## src/rtl/vga_rx_if.sv

```systemverilog
// VGA receiver bus: sampled video inputs, probe request and decoded outputs.
interface vga_rx_if;
    // video source side
    logic       pix_en;
    logic       VGA_hs;
    logic       VGA_vs;
    logic [3:0] VGA_R;
    logic [3:0] VGA_G;
    logic [3:0] VGA_B;
    logic [9:0] probe_x;
    logic [8:0] probe_y;
    // receiver results
    logic       locked;
    logic       pix_valid;
    logic [9:0] x;
    logic [8:0] y;
    logic [11:0] rgb;
    logic       frame_start;
    logic       sync_err;
    logic [7:0] frame_cnt;
    logic [11:0] probe_rgb;
    logic       probe_done;

    // master drives video and probe request, consumes results
    modport master (
        output pix_en, VGA_hs, VGA_vs, VGA_R, VGA_G, VGA_B, probe_x, probe_y,
        input  locked, pix_valid, x, y, rgb, frame_start, sync_err,
               frame_cnt, probe_rgb, probe_done
    );

    // slave is the receiver itself
    modport slave (
        input  pix_en, VGA_hs, VGA_vs, VGA_R, VGA_G, VGA_B, probe_x, probe_y,
        output locked, pix_valid, x, y, rgb, frame_start, sync_err,
               frame_cnt, probe_rgb, probe_done
    );
endinterface

```

## src/rtl/vga_rx.sv

```systemverilog
// VGA timing receiver: tracks hsync/vsync, locks onto a clean frame
// geometry, emits active pixels with coordinates and captures one probed pixel.
module vga_rx #(
    parameter int H_TOTAL  = 800,
    parameter int H_START  = 144,
    parameter int H_ACTIVE = 640,
    parameter int V_TOTAL  = 525,
    parameter int V_START  = 35,
    parameter int V_ACTIVE = 480
) (
    input  logic     clk,
    input  logic     rstn,
    vga_rx_if.slave  io_vga
);
    localparam logic [1:0] S_SEARCH  = 2'd0;
    localparam logic [1:0] S_ACQUIRE = 2'd1;
    localparam logic [1:0] S_LOCKED  = 2'd2;

    // Counter value seen at a sync edge when the line/frame had the nominal length
    localparam logic [9:0] H_END = 10'(H_TOTAL - 1);
    localparam logic [9:0] V_END = 10'(V_TOTAL - 1);
    localparam logic [9:0] H_ST  = 10'(H_START);
    localparam logic [9:0] H_EN  = 10'(H_START + H_ACTIVE);
    localparam logic [9:0] V_ST  = 10'(V_START);
    localparam logic [9:0] V_EN  = 10'(V_START + V_ACTIVE);

    function automatic logic [9:0] sat_inc(input logic [9:0] v);
        return (v == 10'h3FF) ? v : v + 10'd1;
    endfunction

    logic        r_hs_prev;
    logic        r_vs_prev;
    logic [9:0]  r_hcnt;
    logic [9:0]  r_vcnt;
    logic [1:0]  r_state;
    logic        r_line_bad;
    logic        r_pix_valid;
    logic [9:0]  r_x;
    logic [8:0]  r_y;
    logic [11:0] r_rgb;
    logic        r_frame_start;
    logic        r_sync_err;
    logic [7:0]  r_frame_cnt;
    logic [9:0]  r_probe_x;
    logic [8:0]  r_probe_y;
    logic [11:0] r_probe_rgb;
    logic        r_probe_done;

    logic        w_hs_fall;
    logic        w_vs_fall;
    logic        w_line_fail;
    logic        w_frame_ok;
    logic        w_active;
    logic [9:0]  w_x;
    logic [8:0]  w_y;
    logic [11:0] w_rgb;
    logic        w_probe_hit;
    logic [1:0]  w_state_nxt;
    logic        w_line_bad_nxt;
    logic        w_sync_err;
    logic        w_frame_start;

    assign w_hs_fall   = r_hs_prev & ~io_vga.VGA_hs;
    assign w_vs_fall   = r_vs_prev & ~io_vga.VGA_vs;
    assign w_line_fail = w_hs_fall & (r_hcnt != H_END);
    assign w_frame_ok  = (r_vcnt == V_END);
    assign w_active    = (r_state == S_LOCKED) &&
                         (r_hcnt >= H_ST) && (r_hcnt < H_EN) &&
                         (r_vcnt >= V_ST) && (r_vcnt < V_EN);
    assign w_x         = r_hcnt - H_ST;
    assign w_y         = 9'(r_vcnt - V_ST);
    assign w_rgb       = {io_vga.VGA_R, io_vga.VGA_G, io_vga.VGA_B};
    assign w_probe_hit = (w_x == r_probe_x) && (w_y == r_probe_y);

    // Lock FSM next state; sync failure in LOCKED suppresses frame_start
    always_comb begin
        w_state_nxt    = r_state;
        w_line_bad_nxt = r_line_bad;
        w_sync_err     = 1'b0;
        w_frame_start  = 1'b0;
        case (r_state)
            S_SEARCH: begin
                if (w_vs_fall) begin
                    w_state_nxt    = S_ACQUIRE;
                    w_line_bad_nxt = 1'b0;
                end
            end
            S_ACQUIRE: begin
                if (w_vs_fall) begin
                    w_line_bad_nxt = 1'b0;
                    if (w_frame_ok && !r_line_bad && !w_line_fail) begin
                        w_state_nxt   = S_LOCKED;
                        w_frame_start = 1'b1;
                    end
                end else if (w_line_fail) begin
                    w_line_bad_nxt = 1'b1;
                end
            end
            S_LOCKED: begin
                if (w_line_fail || (w_vs_fall && !w_frame_ok)) begin
                    w_state_nxt = S_SEARCH;
                    w_sync_err  = 1'b1;
                end else if (w_vs_fall) begin
                    w_frame_start = 1'b1;
                end
            end
            default: w_state_nxt = S_SEARCH;
        endcase
    end

    // Sync edge history and line/frame position counters
    always_ff @(posedge clk) begin
        if (!rstn) begin
            r_hs_prev <= 1'b1;
            r_vs_prev <= 1'b1;
            r_hcnt    <= 10'd0;
            r_vcnt    <= 10'd0;
        end else if (io_vga.pix_en) begin
            r_hs_prev <= io_vga.VGA_hs;
            r_vs_prev <= io_vga.VGA_vs;
            r_hcnt    <= w_hs_fall ? 10'd0 : sat_inc(r_hcnt);
            if (w_vs_fall) begin
                r_vcnt <= 10'd0;
            end else if (w_hs_fall) begin
                r_vcnt <= sat_inc(r_vcnt);
            end
        end
    end

    // Lock state, frame bookkeeping and single-cycle status pulses
    always_ff @(posedge clk) begin
        if (!rstn) begin
            r_state       <= S_SEARCH;
            r_line_bad    <= 1'b0;
            r_frame_start <= 1'b0;
            r_sync_err    <= 1'b0;
            r_frame_cnt   <= 8'd0;
            r_probe_x     <= 10'd0;
            r_probe_y     <= 9'd0;
        end else begin
            r_frame_start <= 1'b0;
            r_sync_err    <= 1'b0;
            if (io_vga.pix_en) begin
                r_state       <= w_state_nxt;
                r_line_bad    <= w_line_bad_nxt;
                r_sync_err    <= w_sync_err;
                r_frame_start <= w_frame_start;
                if (w_frame_start) begin
                    r_frame_cnt <= r_frame_cnt + 8'd1;
                    r_probe_x   <= io_vga.probe_x;
                    r_probe_y   <= io_vga.probe_y;
                end
            end
        end
    end

    // Active pixel output and probe capture; coordinates hold between pixels
    always_ff @(posedge clk) begin
        if (!rstn) begin
            r_pix_valid  <= 1'b0;
            r_x          <= 10'd0;
            r_y          <= 9'd0;
            r_rgb        <= 12'd0;
            r_probe_rgb  <= 12'd0;
            r_probe_done <= 1'b0;
        end else begin
            r_pix_valid  <= 1'b0;
            r_probe_done <= 1'b0;
            if (io_vga.pix_en && w_active) begin
                r_pix_valid <= 1'b1;
                r_x         <= w_x;
                r_y         <= w_y;
                r_rgb       <= w_rgb;
                if (w_probe_hit) begin
                    r_probe_rgb  <= w_rgb;
                    r_probe_done <= 1'b1;
                end
            end
        end
    end

    assign io_vga.locked      = (r_state == S_LOCKED);
    assign io_vga.pix_valid   = r_pix_valid;
    assign io_vga.x           = r_x;
    assign io_vga.y           = r_y;
    assign io_vga.rgb         = r_rgb;
    assign io_vga.frame_start = r_frame_start;
    assign io_vga.sync_err    = r_sync_err;
    assign io_vga.frame_cnt   = r_frame_cnt;
    assign io_vga.probe_rgb   = r_probe_rgb;
    assign io_vga.probe_done  = r_probe_done;
endmodule

```

## src/flat_wrapper.sv

```systemverilog
// flat-port wrapper written by rule: the top's interface ports become plain ports
module vga_rx_flat 
#(
    parameter int H_TOTAL  = 800,
    parameter int H_START  = 144,
    parameter int H_ACTIVE = 640,
    parameter int V_TOTAL  = 525,
    parameter int V_START  = 35,
    parameter int V_ACTIVE = 480
)
  (clk, rstn, io_vga_pix_en, io_vga_VGA_hs, io_vga_VGA_vs, io_vga_VGA_R, io_vga_VGA_G, io_vga_VGA_B, io_vga_probe_x, io_vga_probe_y, io_vga_locked, io_vga_pix_valid, io_vga_x, io_vga_y, io_vga_rgb, io_vga_frame_start, io_vga_sync_err, io_vga_frame_cnt, io_vga_probe_rgb, io_vga_probe_done);
  vga_rx_if io_vga_i ();
  input  logic clk;
  input  logic rstn;
  input wire logic [$bits(io_vga_i.pix_en)-1:0] io_vga_pix_en;
  input wire logic [$bits(io_vga_i.VGA_hs)-1:0] io_vga_VGA_hs;
  input wire logic [$bits(io_vga_i.VGA_vs)-1:0] io_vga_VGA_vs;
  input wire logic [$bits(io_vga_i.VGA_R)-1:0] io_vga_VGA_R;
  input wire logic [$bits(io_vga_i.VGA_G)-1:0] io_vga_VGA_G;
  input wire logic [$bits(io_vga_i.VGA_B)-1:0] io_vga_VGA_B;
  input wire logic [$bits(io_vga_i.probe_x)-1:0] io_vga_probe_x;
  input wire logic [$bits(io_vga_i.probe_y)-1:0] io_vga_probe_y;
  output wire logic [$bits(io_vga_i.locked)-1:0] io_vga_locked;
  output wire logic [$bits(io_vga_i.pix_valid)-1:0] io_vga_pix_valid;
  output wire logic [$bits(io_vga_i.x)-1:0] io_vga_x;
  output wire logic [$bits(io_vga_i.y)-1:0] io_vga_y;
  output wire logic [$bits(io_vga_i.rgb)-1:0] io_vga_rgb;
  output wire logic [$bits(io_vga_i.frame_start)-1:0] io_vga_frame_start;
  output wire logic [$bits(io_vga_i.sync_err)-1:0] io_vga_sync_err;
  output wire logic [$bits(io_vga_i.frame_cnt)-1:0] io_vga_frame_cnt;
  output wire logic [$bits(io_vga_i.probe_rgb)-1:0] io_vga_probe_rgb;
  output wire logic [$bits(io_vga_i.probe_done)-1:0] io_vga_probe_done;
  assign io_vga_i.pix_en = io_vga_pix_en;
  assign io_vga_i.VGA_hs = io_vga_VGA_hs;
  assign io_vga_i.VGA_vs = io_vga_VGA_vs;
  assign io_vga_i.VGA_R = io_vga_VGA_R;
  assign io_vga_i.VGA_G = io_vga_VGA_G;
  assign io_vga_i.VGA_B = io_vga_VGA_B;
  assign io_vga_i.probe_x = io_vga_probe_x;
  assign io_vga_i.probe_y = io_vga_probe_y;
  assign io_vga_locked = io_vga_i.locked;
  assign io_vga_pix_valid = io_vga_i.pix_valid;
  assign io_vga_x = io_vga_i.x;
  assign io_vga_y = io_vga_i.y;
  assign io_vga_rgb = io_vga_i.rgb;
  assign io_vga_frame_start = io_vga_i.frame_start;
  assign io_vga_sync_err = io_vga_i.sync_err;
  assign io_vga_frame_cnt = io_vga_i.frame_cnt;
  assign io_vga_probe_rgb = io_vga_i.probe_rgb;
  assign io_vga_probe_done = io_vga_i.probe_done;
  vga_rx #(.H_TOTAL(H_TOTAL), .H_START(H_START), .H_ACTIVE(H_ACTIVE), .V_TOTAL(V_TOTAL), .V_START(V_START), .V_ACTIVE(V_ACTIVE)) u_core (.clk(clk), .rstn(rstn), .io_vga(io_vga_i));
endmodule
```

## config.mk

```make
export PLATFORM = sky130hd
export DESIGN_NAME = vga_rx_flat
export DESIGN_NICKNAME = d
export VERILOG_FILES = /design/src/rtl/vga_rx_if.sv /design/src/rtl/vga_rx.sv /design/src/flat_wrapper.sv
export SDC_FILE = /design/constraint.sdc
export NUM_CORES = 1
export LEC_CHECK = 0
export CAP_MARGIN = 20
export CORE_MARGIN = 2
export CORE_UTILIZATION = 40
export DETAILED_ROUTE_END_ITERATION = 6
export GPL_TIMING_DRIVEN = 0
export PLACE_DENSITY = 0.7
export SLEW_MARGIN = 25
export SYNTH_ARGS = -nofsm -noshare
export SYNTH_HDL_FRONTEND = slang
export SYNTH_SLANG_ARGS = --single-unit
```

## constraint.sdc

```tcl
create_clock -name clk -period 2.6 [get_ports clk]
set_clock_uncertainty 0.05 [all_clocks]
set_input_delay 0.26 -clock clk [delete_from_list [all_inputs] [get_ports clk]]
set_output_delay 0.26 -clock clk [all_outputs]
set_load 0.01 [all_outputs]
```

==> metrics.md, run 1 <==
| Metric | Value |
|---|---|
| Final non-filler cell total | `814` |
| Status | `completed` |
| Root Driver | `clkbuf_16` |
| DP Cell Count | `781` |
| Power Internal | `2.60 mW` |
| Nets@finish | `689` |
| WL/cell | `16.7 µm` |
| GPL Wtd Cong | `between 0.9 and 1` |
| Avg Vias per Cell | `between 5 and 6` |
| DRC viols | `0` |
| Commonest cells after routing, fill and taps aside | `dfxtp_1, clkdlybuf4s50_1, nor2_1, mux2i_1, a21oi_1` |
| Layout area overhead | `38.2%` |
| Async set-reset flop share out of synthesis | `0` |
| Die Wd | `~120 µm` |
| I/O pin count | `92` |
| Yosys cell types | `64` |
| Cell count after synthesis | `523` |
| Port-buffer cells | `90` |
| Final WL | `between 10000 and 15000 µm` |
| Final worst path period share | `0.987` |
| Met2 wire len | `between 6000 and 7000 µm` |
| Synth warn | `0` |
| Post-synth design cell area | `0.00499 mm²` |
| Hpwl dp | `between 9000 and 10000 µm` |
| Initial Util | `0.412` |
| Pleak | `about 2.3 nW` |
| Worst skew pair latency | `350 ps` |
| Overflow left after global routing | `0` |
| Place WS | `-663 ps` |
| Global router's overall resource usage | `0.198` |
| Die Ht | `116 µm` |
| Antenna-violating nets left | `0` |
| Initial DRC count | `287` |
| Fillers | `1081` |
| Final Util | `0.569` |
| Fraction of layout cells with a size suffix above 1 | `0.184` |
| Sequential share of the synthesized area | `0.397` |
| H-tree Lvls | `3` |
| Final setup fails | `0` |
| Sw frac | `0.207` |
| First-pass DRT Iterations | `5` |
| Clk sinks | `just under 100` |
| Global-route wire length before repair | `between 20000 and 25000 µm` |
| Clk pwr share | `0.474` |
| Fin. max-slew vios | `0` |
| Maximum clock path buffer count | `2` |
| Tmin final | `2570 ps` |
| CTS tree | `yes` |
| Critical path class | `reg2reg` |
| Logic pwr share | `0.060` |
| Max VDD drop | `0.335 mV` |
| Avg Inst Size Synth | `9.54 µm²` |
| Initial antenna violation count | `0` |
| Setup TNS | `0 ps` |
| Crit path DAT | `2720 ps` |
| Largest fanout on the critical path | `7` |
| Metal3 WL | `approximately 720 µm` |
| Max_cap viols | `0` |
| Net Count, Synth | `between 500 and 600` |
| Psw | `0.678 mW` |
| Data required, critical path | `2760 ps` |
| #FFs+latches synth | `99` |
| Commonest non-fill, non-tap cell in the layout | `dfxtp_1` |
| CTS buffer count | `9` |
| Startpoint Class | `flip-flop` |
| Cell Pwr Density | `476 mW/mm²` |
| Wl on met1 | `5960 µm` |
| Predominant post-synthesis flop cell | `dfxtp_1` |
| Register share of total power | `0.466` |
| Cell area after placement | `between 0.006 and 0.007 mm²` |
| Worst-path clk slew | `about 70 ps` |
| Unrepaired setup endpoints after global routing | `yes` |
| Top Layer Used | `met4` |
| Die area | `0.0134 mm²` |
| Largest net degree at the start of global routing | `16` |
| Final WS setup | `between 30 and 40 ps` |
| Hold Fails Final Rpt | `0` |
| Slew margin rel. | `0.437` |
| Row count | `40` |
| Number of global-route vias before repair | `4196` |
| Hold crit path type | `in2reg` |
| Slew @ Worst Pin | `835 ps` |
| Register area | `0.00199 mm²` |
| Via count | `approximately 4300` |
| Multi-input logic area | `0.00290 mm²` |
| N_diodes | `0` |
| Core area | `0.0121 mm²` |
| Final instance area | `slightly below 0.007 mm²` |
| Crit end category | `flip-flop` |
| Post-synth EDFFs | `0` |
| Fmax | `390 MHz` |
## metal layers
| layer | GRT usage | up-vias |
|---|---|---|
| met3 | 0.0392 | 24 |
| met2 | 0.323 | 141 |
| met1 | 0.259 | 2099 |
| met5 | 0 | - |
| li1 | - | 2077 |
| met4 | 0.0778 | 0 |
## power groups by stage
stage	Combinational (mW)	Sequential, mW	Clock [mW]
6_report	0.197	1.53	1.56
5_1_grt	0.213	1.53	1.65
4_1_cts	0.188	1.53	1.58
3_5_place_dp	0.183	1.56	0
3_3_place_gp	0.179	1.56	0
2_1_floorplan	0.0926	1.56	0
## metrics by stage
step / hold slack [ps] / power, mW
2_1_floorplan: 338 / 1.65
3_3_place_gp: 393 / 1.74
3_5_place_dp: 406 / 1.75
4_1_cts: 381 / 3.29
5_1_grt: 401 / 3.39
6_report: 383 / 3.28
## flip-flops by register name (all words and copies together), names as in the netlist, 2 cells and up
| name | count |
|---|---|
| u_core.io_vga.frame_cnt | 8 |
| u_core.r_probe_y | 9 |
| u_core.r_vcnt | 10 |
| u_core.io_vga.y | 9 |
| u_core.io_vga.x | 10 |
| u_core.r_probe_x | 10 |
| u_core.io_vga.rgb | 12 |
| u_core.io_vga.probe_rgb | 12 |
| u_core.r_hcnt | 10 |
| u_core.r_state | 2 |
## Yosys cell counts (6+ instances only)
master | instances | area share
or3_1 | 6 | 0.0075
o31ai_1 | 14 | 0.021
a211oi_1 | 7 | 0.011
inv_1 | 14 | 0.011
clkbuf_1 | 17 | 0.013
nand2b_1 | 7 | 0.0088
buf_2 | 11 | 0.011
mux2i_1 | 49 | 0.098
nand4_1 | 25 | 0.031
nand3_1 | 11 | 0.011
ha_1 | 11 | 0.028
a21oi_1 | 28 | 0.028
nor2_1 | 72 | 0.054
xnor2_1 | 27 | 0.047
xor2_1 | 13 | 0.023
o21ai_0 | 9 | 0.0090
nor3_1 | 9 | 0.0090
dfxtp_1 | 99 | 0.40
nand2_1 | 18 | 0.014
## layout make-up
cell class                      count  area share
Inverter                           15     0.00817
Buffer                             37      0.0427
Timing Repair Buffer              109       0.158
Clock inverter                      4      0.0142
Multi-Input combinational cell    371       0.421
Sequential cell                    99       0.289
Tap cell                          168      0.0305
Clock buffer                       11      0.0367
## timing repair
action	CTS	global route
setup endpoints to repair	20	48
pin swaps	4	11
cloned	0	2
gates resized for setup	19	48
hold buffers	0	0
setup buffers	3	14
## cells by family (layout without fill, tap and decap cells)
group,after synthesis,count (layout),synth area share
AND/OR/NAND/NOR,180,180,0.189
flip-flops,99,99,0.397
AO/OA/AOI/OAI,87,87,0.141
buffers and inverters,53,176,0.0582
multiplexers,49,49,0.0983
XOR/XNOR,44,44,0.0888
adder cells (fa/ha/maj),11,11,0.0276
## worst paths after layout
| kind | startpoint | end | slack [ps] | cells past startpoint |
|---|---|---|---|---|
| hold / removal | io_vga_pix_en | u_core.r_hs_prev | 380 | 3 |
| setup reg to reg | u_core.r_vcnt[1] | u_core.io_vga.probe_rgb[8] | 30 | 12 |
| setup / recovery | u_core.r_vcnt[1] | u_core.io_vga.probe_rgb[8] | 30 | 12 |
| hold reg to reg | u_core.io_vga.probe_rgb[6] | u_core.io_vga.probe_rgb[6] | 420 | 2 |
## critical path, stage by stage, from the launching register on
cell and delay (ps):
dfxtp_4 360, buf_4 150, inv_1 70, ha_4 290, xnor2_2 120, nand4_1 160, nor4_4 270, buf_4 170
nand4_1 100, buf_4 180, clkbuf_16 160, o31ai_4 220, a21oi_1 120
No activity file was read; power rests on OpenSTA's default activity.
==> inputs of run 2 (changes only) <==
Clock period 2.6 ns to 2.85 ns, I/O delays scaled along.
==> metrics.md, run 2 (same netlist as run 1, synthesis figures left out) <==
| Metric | Value |
|---|---|
| Crit path DAT | `2910 ps (was 2720 ps)` |
| Hold-critical path depth | `3 (unchanged)` |
| Die Ht | `116 µm (unchanged)` |
| Max_cap viols | `0 (unchanged)` |
| Clk pwr share | `0.476 (was 0.474)` |
| Register share of total power | `0.468 (was 0.466)` |
| Port-buffer cells | `90 (unchanged)` |
| DRC viols | `0 (unchanged)` |
| Fmax | `373 MHz (was 390 MHz)` |
| Core area | `0.0121 mm² (unchanged)` |
| Fin. max-slew vios | `0 (unchanged)` |
| Worst Hold Launch | `io_vga_pix_en (unchanged)` |
| Initial antenna violation count | `0 (unchanged)` |
| Number of global-route vias before repair | `4148 (was 4196)` |
| WL/cell | `16.1 µm (was 16.7 µm)` |
| Final Util | `0.537 (was 0.569)` |
| Hpwl dp | `9620 µm (unchanged)` |
| Final instance area | `0.00651 mm² (was 0.00689 mm²)` |
| Avg Vias per Cell | `5.29 (was 5.33)` |
| Register area | `0.00198 mm² (was 0.00199 mm²)` |
| Psw | `0.612 mW (was 0.678 mW)` |
| Slew margin rel. | `0.455 (was 0.437)` |
| First-pass DRT Iterations | `5 (unchanged)` |
| Cell Pwr Density | `458 mW/mm² (was 476 mW/mm²)` |
| Maximum clock path buffer count | `2 (unchanged)` |
| Commonest non-fill, non-tap cell in the layout | `dfxtp_1 (unchanged)` |
| CTS tree | `yes (unchanged)` |
| R2r startpoint | `u_core.r_vcnt[0] (was u_core.r_vcnt[1])` |
| Root Driver | `clkbuf_16 (unchanged)` |
| Largest net degree at the start of global routing | `16 (unchanged)` |
| Clk sinks | `99 (unchanged)` |
| Antenna-violating nets left | `0 (unchanged)` |
| I/O pin count | `92 (unchanged)` |
| R2R Setup Slk | `170 ps (was 30 ps)` |
| Hold crit path type | `in2reg (unchanged)` |
| Max VDD drop | `0.323 mV (was 0.335 mV)` |
| Slew @ Worst Pin | `808 ps (was 835 ps)` |
| Fraction of layout cells with a size suffix above 1 | `0.120 (was 0.184)` |
| R2r endpoint | `u_core.io_vga.probe_rgb[6] (was u_core.io_vga.probe_rgb[8])` |
| Row count | `40 (unchanged)` |
| Nets@finish | `674 (was 689)` |
| Worst-path clk slew | `70 ps (about the same)` |
| Startpoint Class | `flip-flop (unchanged)` |
| Cell area after placement | `0.00610 mm² (unchanged)` |
| Sw frac | `0.205 (was 0.207)` |
| N_diodes | `0 (unchanged)` |
| Crit end category | `flip-flop (unchanged)` |
| Die area | `0.0134 mm² (unchanged)` |
| Global router's overall resource usage | `0.196 (was 0.198)` |
| Initial Util | `0.412 (unchanged)` |
| Commonest cells after routing, fill and taps aside | `dfxtp_1, clkdlybuf4s50_1, nor2_1, mux2i_1, a21oi_1 (unchanged)` |
| Layout area overhead | `30.5% (was 38.2%)` |
| GPL Wtd Cong | `0.927 (unchanged)` |
| Power Internal | `2.37 mW (was 2.60 mW)` |
| Die Wd | `116 µm (unchanged)` |
| Largest fanout on the critical path | `10 (was 7)` |
| Tmin final | `2680 ps (was 2570 ps)` |
| Final worst path period share | `0.941 (was 0.987)` |
| Fillers | `1140 (was 1081)` |
| Via count | `4225 (was 4341)` |
| CTS buffer count | `9 (unchanged)` |
| Multi-input logic area | `0.00274 mm² (was 0.00290 mm²)` |
| Hold path endpoint | `u_core.r_hs_prev (unchanged)` |
| Worst skew pair latency | `340 ps (was 350 ps)` |
| Reg2reg path depth | `11 (was 12)` |
| Global-route wire length before repair | `20600 µm (was 20700 µm)` |
| Critical path class | `reg2reg (unchanged)` |
| Hold Fails Final Rpt | `0 (unchanged)` |
| Data required, critical path | `3080 ps (was 2760 ps)` |
| Overflow left after global routing | `0 (unchanged)` |
| Hold Buf Count CTS | `0 (unchanged)` |
| Final setup fails | `0 (unchanged)` |
| Pleak | `2.20 nW (was 2.35 nW)` |
| Status | `completed (unchanged)` |
| Final WL | `12900 µm (was 13600 µm)` |
| Initial DRC count | `255 (was 287)` |
| Logic pwr share | `0.056 (was 0.060)` |
| H-tree Lvls | `3 (unchanged)` |
[run 2: cell count changes in the layout (fill, tap and decap cells not counted), moves of 3 or more]
cell      change
o31ai_1       +9
clkbuf_2      +3
ha_4          -3
buf_12        -3
ha_1          +4
buf_4        -14
dfxtp_2       -3
dfxtp_1       +4
o31ai_2       -6
o31ai_4       -3
[run 2: timing repair]
item,CTS,global route
pin swaps,3,1
setup buffers,1,2
setup endpoints to repair,13,10
resized for setup,5,10
[run 2: metal layers]
layer  up-vias  wire, µm  track usage  share of wire
met3        21       664       0.0392          0.052
met5         -         0            0              0
met4         0       350       0.0730          0.027
met2       119      6080        0.320           0.47
li1       2049         -            -              -
met1      2036      5760        0.258           0.45
[run 2: final cells by class]
cell class	instances	share of cell area
Buffer	38	0.0381
Multi-Input combinational cell	371	0.421
Clock inverter	4	0.0150
Inverter	15	0.00865
Timing Repair Buffer	93	0.142
Clock buffer	11	0.0388
Tap cell	168	0.0323
Sequential cell	99	0.304
[run 2: worst max path at each step]
stage	to	from	cells past startpoint
2_1_floorplan	u_core.io_vga.probe_rgb[2]	u_core.r_vcnt[0]	10
3_3_place_gp	u_core.io_vga.probe_rgb[6]	u_core.r_vcnt[0]	10
3_5_place_dp	u_core.io_vga.probe_rgb[4]	u_core.r_vcnt[0]	10
4_1_cts	u_core.io_vga.probe_rgb[6]	u_core.r_vcnt[0]	10
5_1_grt	u_core.io_vga.probe_rgb[5]	u_core.r_vcnt[0]	11
6_report	u_core.io_vga.probe_rgb[6]	u_core.r_vcnt[0]	11
[run 2: power groups by stage]
stage	registers, mW	logic [mW]	clock network, mW
global route	1.39	0.183	1.50
global placement	1.43	0.163	0
finish	1.39	0.168	1.42
detailed placement	1.43	0.167	0
CTS	1.39	0.168	1.44
floorplan	1.43	0.0845	0
[run 2: per-stage QoR]
stage	worst slack, ps	cells	TNS, ps	total power, mW	hold slack [ps]
6_report	169	799	0	2.98	411
2_1_floorplan	518	523	0	1.51	363
3_3_place_gp	-328	781	-3320	1.59	393
5_1_grt	-1.99	799	-1.99	3.08	422
4_1_cts	64.4	797	0	3.00	406
3_5_place_dp	-413	781	-4300	1.59	406
[run 2: worst max-delay path: stages (launching register included)]
cell     delay [ps]
dfxtp_1         340
buf_4           180
inv_1            80
ha_1            370
xnor2_2         190
nand4_1         180
nor4_4          270
buf_4           180
and4_1          240
buf_2           240
nand4_1         150
a21oi_1         150
==> inputs of run 3 (changes only) <==
Settings changed: ABC_CLOCK_PERIOD_IN_PS from default to 2850.
==> results of run 3 <==
Same layout as run 2: the final DEF is identical, and so are final timing and power.
